File: src/rtl/seq101_pkg.sv
// Shared encodings for the 101 sequence-detector family: the transmit
// FSM used by seq101_tx and the golden Moore tracker states.
package seq101_pkg;

  typedef enum logic [1:0] {
    IDLE = 2'd0,
    SEND = 2'd1,
    DONE = 2'd2
  } tx_state_e;

  typedef enum logic [1:0] {
    S0  = 2'd0,
    S1  = 2'd1,
    S10 = 2'd2
  } trk_state_e;

  localparam int unsigned DEF_WIDTH = 8;
  localparam int unsigned DEF_LENW  = 4;
  localparam int unsigned DEF_CNTW  = 4;

endpackage : seq101_pkg

File: src/rtl/seq101_if.sv
// Pattern-request / serial-stream bundle between a stimulus source and
// seq101_tx, plus the transmit FSM state for observation.
interface seq101_if
  import seq101_pkg::*;
#(
  parameter int unsigned WIDTH = DEF_WIDTH,
  parameter int unsigned LENW  = DEF_LENW,
  parameter int unsigned CNTW  = DEF_CNTW
) ();

  // Request side: start is a one-way request with no ready; it is only
  // honoured while busy=0, is dropped silently otherwise, and a request
  // with len=0 is dropped too. Stream side: x is meaningful only while
  // valid=1, one bit per clock, with no backpressure from the consumer.
  logic             start;
  logic [WIDTH-1:0] data;
  logic [LENW-1:0]  len;

  logic             x;
  logic             valid;
  logic             busy;
  logic             done;
  logic [CNTW-1:0]  exp_count;

  tx_state_e        tx_state;

  modport master (
    output start, data, len,
    input  x, valid, busy, done, exp_count, tx_state
  );

  modport slave (
    input  start, data, len,
    output x, valid, busy, done, exp_count, tx_state
  );

endinterface : seq101_if

File: src/rtl/seq101_model.sv
// Golden Moore non-overlapping 101 tracker; advances only when en=1 and
// counts completed matches with saturation.
module seq101_model
  import seq101_pkg::*;
#(
  parameter int unsigned CNTW = DEF_CNTW
) (
  input  logic            clk,
  input  logic            reset,
  input  logic            clr,
  input  logic            en,
  input  logic            bit_in,
  output logic [CNTW-1:0] count
);

  localparam logic [CNTW-1:0] CNT_MAX = {CNTW{1'b1}};

  trk_state_e      state_q;
  logic [CNTW-1:0] count_q;

  always_ff @(posedge clk or posedge reset) begin
    if (reset) begin
      state_q <= S0;
      count_q <= '0;
    end else if (clr) begin
      state_q <= S0;
      count_q <= '0;
    end else if (en) begin
      case (state_q)
        S0:  state_q <= bit_in ? S1 : S0;
        S1:  state_q <= bit_in ? S1 : S10;
        S10: begin
          // A match restarts from S0 so its trailing 1 is not reused.
          state_q <= S0;
          if (bit_in && (count_q != CNT_MAX)) begin
            count_q <= count_q + 1'b1;
          end
        end
        default: state_q <= S0;
      endcase
    end
  end

  assign count = count_q;

endmodule : seq101_model

File: src/rtl/seq101_tx.sv
// Serial stimulus transmitter: shifts a pattern out MSB-first, one bit per
// clock, while a golden tracker counts the non-overlapping 101 matches.
module seq101_tx
  import seq101_pkg::*;
#(
  parameter int unsigned WIDTH = DEF_WIDTH,
  parameter int unsigned LENW  = DEF_LENW,
  parameter int unsigned CNTW  = DEF_CNTW
) (
  input  logic     clk,
  input  logic     reset,
  seq101_if.slave  bus
);

  localparam logic [LENW-1:0] WIDTH_L = LENW'(WIDTH);

  tx_state_e        state_q;
  logic [WIDTH-1:0] shreg_q;
  logic [LENW-1:0]  cnt_q;
  logic             valid_q;
  logic             busy_q;
  logic             done_q;

  logic [LENW-1:0]  len_clamped;
  logic             accept;

  assign len_clamped = (bus.len > WIDTH_L) ? WIDTH_L : bus.len;
  assign accept      = (state_q == IDLE) && bus.start && (bus.len != '0);

  always_ff @(posedge clk or posedge reset) begin
    if (reset) begin
      state_q <= IDLE;
      shreg_q <= '0;
      cnt_q   <= '0;
      valid_q <= 1'b0;
      busy_q  <= 1'b0;
      done_q  <= 1'b0;
    end else begin
      case (state_q)
        IDLE: begin
          if (accept) begin
            state_q <= SEND;
            shreg_q <= bus.data;
            cnt_q   <= len_clamped;
            valid_q <= 1'b1;
            busy_q  <= 1'b1;
          end
        end
        SEND: begin
          shreg_q <= {shreg_q[WIDTH-2:0], 1'b0};
          cnt_q   <= cnt_q - 1'b1;
          if (cnt_q == LENW'(1)) begin
            state_q <= DONE;
            valid_q <= 1'b0;
            done_q  <= 1'b1;
          end
        end
        DONE: begin
          state_q <= IDLE;
          done_q  <= 1'b0;
          busy_q  <= 1'b0;
        end
        default: begin
          state_q <= IDLE;
          valid_q <= 1'b0;
          busy_q  <= 1'b0;
          done_q  <= 1'b0;
        end
      endcase
    end
  end

  // The tracker consumes exactly the bits shown on x, one per valid edge.
  seq101_model #(
    .CNTW (CNTW)
  ) u_model (
    .clk    (clk),
    .reset  (reset),
    .clr    (accept),
    .en     (valid_q),
    .bit_in (shreg_q[WIDTH-1]),
    .count  (bus.exp_count)
  );

  assign bus.x        = valid_q & shreg_q[WIDTH-1];
  assign bus.valid    = valid_q;
  assign bus.busy     = busy_q;
  assign bus.done     = done_q;
  assign bus.tx_state = state_q;

endmodule : seq101_tx

File: src/flat_wrapper.sv
// flat-port wrapper written by rule: the top's interface ports become plain ports
module seq101_tx_flat import seq101_pkg::*;
#(
  parameter int unsigned WIDTH = DEF_WIDTH,
  parameter int unsigned LENW  = DEF_LENW,
  parameter int unsigned CNTW  = DEF_CNTW
)
  (clk, reset, bus_start, bus_data, bus_len, bus_x, bus_valid, bus_busy, bus_done, bus_exp_count, bus_tx_state);
  seq101_if #(.WIDTH(WIDTH), .LENW(LENW), .CNTW(CNTW)) bus_i ();
  input  logic clk;
  input  logic reset;
  input wire logic [$bits(bus_i.start)-1:0] bus_start;
  input wire logic [$bits(bus_i.data)-1:0] bus_data;
  input wire logic [$bits(bus_i.len)-1:0] bus_len;
  output wire logic [$bits(bus_i.x)-1:0] bus_x;
  output wire logic [$bits(bus_i.valid)-1:0] bus_valid;
  output wire logic [$bits(bus_i.busy)-1:0] bus_busy;
  output wire logic [$bits(bus_i.done)-1:0] bus_done;
  output wire logic [$bits(bus_i.exp_count)-1:0] bus_exp_count;
  output wire logic [$bits(bus_i.tx_state)-1:0] bus_tx_state;
  assign bus_i.start = bus_start;
  assign bus_i.data = bus_data;
  assign bus_i.len = bus_len;
  assign bus_x = bus_i.x;
  assign bus_valid = bus_i.valid;
  assign bus_busy = bus_i.busy;
  assign bus_done = bus_i.done;
  assign bus_exp_count = bus_i.exp_count;
  assign bus_tx_state = bus_i.tx_state;
  seq101_tx #(.WIDTH(WIDTH), .LENW(LENW), .CNTW(CNTW)) u_core (.clk(clk), .reset(reset), .bus(bus_i));
endmodule
File: config.mk
export PLATFORM = sky130hd
export DESIGN_NAME = seq101_tx_flat
export DESIGN_NICKNAME = d
export VERILOG_FILES = /design/src/rtl/seq101_pkg.sv /design/src/rtl/seq101_if.sv /design/src/rtl/seq101_model.sv /design/src/rtl/seq101_tx.sv /design/src/flat_wrapper.sv
export SDC_FILE = /design/constraint.sdc
export NUM_CORES = 1
export LEC_CHECK = 0
export ABC_AREA = 1
export CAP_MARGIN = 20
export CORE_ASPECT_RATIO = 0.9
export CORE_MARGIN = 2
export CORE_UTILIZATION = 50
export CTS_CLUSTER_SIZE = 40
export DETAILED_ROUTE_END_ITERATION = 8
export GPL_TIMING_DRIVEN = 1
export MAX_ROUTING_LAYER = met4
export PLACE_DENSITY_LB_ADDON = 0.05
export SETUP_SLACK_MARGIN = 0.4
export SYNTH_ARGS = -nofsm -noshare
export SYNTH_HDL_FRONTEND = slang
export SYNTH_SLANG_ARGS = --single-unit
File: constraint.sdc
create_clock -name clk -period 1.34 [get_ports clk]
set_input_delay 0.134 -clock clk [delete_from_list [all_inputs] [get_ports clk]]
set_output_delay 0.134 -clock clk [all_outputs]
set_load 0.02 [all_outputs]
==> out/metrics.yaml <==
vias: 1264
area_delta_synth_final_pct: 57.1
cp-start-kind: "flip-flop"
htreeDepth: 1
ys_ff_latch: 23
vias_per_cell: 5.18
fin_area_mm2: 0.00197
leakage_nw: 1.01
crit_start: "u_core.bus.tx_state[1]"
synthArstFlopShare_pct: 100
gr-total-overflow: 0
status: "completed"
die_x_um: 56.8
drive_gt1_share_pct: 37.5
io-pin-count: 25
hold_viol: 0
path_class: "reg2reg"
cts_tree: "yes"
syn_avg_cell_area_um2: 7.38
seq_area_frac_synth_pct: 45.9
yosysMostFrequentCell: "nand2_1"
ir_drop_v: 0.00154
endpoint_kind: "flip-flop"
worstReg2RegStart: "u_core.bus.tx_state[1]"
core_area_mm2: 0.00242
yosys_most_used_dff: "dfrtp_1"
antenna-diode-count: 0
root_buffer: "clkbuf_4"
antenna_found_initial: 0
crit_fanout: 7
rsz0062_at_grt: "true"
drt_iter0_drc: 42
first_global_vias: 1176
netlist_instances: 170
setup_viol: 0
fmax_ghz: 0.818
die_h_um: 51.5
mappedNetlistNets: 188
grt_max_degree: 24
yosys_warnings: 0
synth_commonest_cells: "nand2_1 (66), dfrtp_1 (23), nand3_1 (23)"
maxCapViolations: 0
p_per_area_mw_per_mm2: 2100
wl_per_cell_um: 13.2
clockBufferDepth: 2
drtAntennaViolNets: 0
worstSkewPairLatency_ns: 0.33
slew_viol_final: 0
synth_top_area_cell: "dfrtp_1"
final_nets: 235
dp_hpwl_um: 1730
fin_crit_ns: 1.22
path_clk_slew_ns: 0.14
syn_area_mm2: 0.00125
hp-class: "in2async"
pre_cts_slack_ns: -0.0782
first_pass_iters: 4
synthTopCellsByArea: "dfrtp_1 (46%), nand2_1 (20%), nand3_1 (9.2%), inv_1 (5.4%), nor2_1 (3.3%)"
tightest_slew_ns: 0.297
finalClockSkew_ns: 0.00495
die_area_mm2: 0.00293
clkSinkCount: 23
wirelength_um: 3230
cts_made_buffers: 3
track_usage_pct: 23.3
post-synth-top-area-fraction_pct: 45.9
placedCellCount: 220
numPortBuffers: 24
final.period_utilization_pct: 91.2
arrival_ns: 1.46
synth_cell_types: 20
start_util_pct: 51.8
synth-edff-count: 0
postPlaceCellArea_mm2: 0.00154
globalplace.congestion: 0.787
rows: 17
cp.required_ns: 1.57
drcViolationCount: 0
grt_pass1_wl_um: 4980
fin_ws_ns: 0.118
slew_headroom_pct: 80.2
final_cells: 244
fillers: 151
-- through the flow --
step | power [W] | setup TNS [ns] | hold WS, ns | util, %
2_1_floorplan | 0.00243 | 0 | 0.136 | -
3_3_place_gp | 0.00275 | -0.0505 | 0.466 | 63.6
3_5_place_dp | 0.00281 | -0.275 | 0.474 | 63.6
4_1_cts | 0.00378 | 0 | 0.148 | 77.0
5_1_grt | 0.00445 | 0 | 0.175 | 81.3
6_report | 0.00413 | 0 | 0.135 | 81.3
-- registers in the layout, summed over array words and instances (netlist names) --
register / flops
u_core.bus.busy: 1
u_core.bus.done: 1
u_core.u_model.state_q: 2
u_core.bus.tx_state: 2
u_core.shreg_q: 8
u_core.cnt_q: 4
u_core.bus.valid: 1
u_core.u_model.count: 4
-- path summary, 6_finish.rpt --
| check | depth (start not counted) | slack (ns) | end |
|---|---|---|---|
| min in group clk | 3 | 0.41 | u_core.shreg_q[0] |
| setup reg to reg | 8 | 0.12 | u_core.cnt_q[1] |
| hold / removal | 3 | 0.13 | u_core.u_model.state_q[0] |
| max in group asynchronous | 3 | 0.96 | u_core.u_model.count[0] |
| hold reg to reg | 2 | 0.52 | u_core.shreg_q[5] |
| setup / recovery | 8 | 0.12 | u_core.cnt_q[1] |
-- logic make-up (layout without fill, tap and decap cells) --
family | count (synthesis) | in the layout | synth area share (%)
AOI/OAI and AO/OA | 9 | 9 | 3.89
and+or+nand+nor | 107 | 107 | 36.4
DFF | 23 | 23 | 45.9
adders and majority gates | 3 | 3 | 2.99
xor gates and xnor gates | 1 | 1 | 0.698
buffers and inverters | 27 | 73 | 10.2
-- power by group --
part           internal [W]  switching, W  total (W)
logic               0.00124       0.00137    0.00260
clock network      0.000112      0.000237   0.000350
registers          0.000975      0.000208    0.00118
total               0.00232       0.00181    0.00413
-- routing by layer --
metal | part of all wire [%] | GRT usage [%]
met1 | 40 | 26.5
met2 | 53 | 42.2
met3 | 4.1 | 2.24
met4 | 2.8 | 10.5
met5 | 0 | -
-- timing repair --
action,4_1_cts,5_1_grt
pin swaps,8,14
buffers inserted,15,2
hold endpoints to repair,0,0
resized for setup,94,22
hold buffers,0,0
gates cloned,2,1
setup endpoints to repair,33,33
-- worst max-delay path: stages, from the launching register on --
cell and delay (ns):
dfrtp_2 0.44, inv_4 0.08, buf_6 0.12, nand2_8 0.09
buf_6 0.15, nand3_2 0.05, o21ai_1 0.06, nand2_1 0.07
nand2_1 0.06
-- final cells by class --
type                    count  area [µm²]  area share [%]
clock buffers               3        22.5            1.14
clock inverters             1        5.00           0.254
inverters                  21        88.8            4.51
multi-input cells         120         716            36.3
flip-flops and latches     23         582            29.5
well taps                  28        35.0            1.78
repair buffers             48         523            26.5
-- cells in the final DEF (no fill, tap or decap), types with 2 or more instances in the layout --
master,count
buf_16,2
buf_4,14
buf_6,14
clkbuf_4,3
clkdlybuf4s50_1,14
dfrtp_1,18
dfrtp_2,5
inv_1,13
inv_2,5
inv_4,2
nand2_1,52
nand2_2,10
nand2_4,5
nand2_8,2
nand3_1,16
nand3_2,6
nand3_4,2
nand4_1,2
nor2_1,10
nor2_4,2
o21ai_0,3
o21ai_1,3
Power figures use the tool's default switching activity.
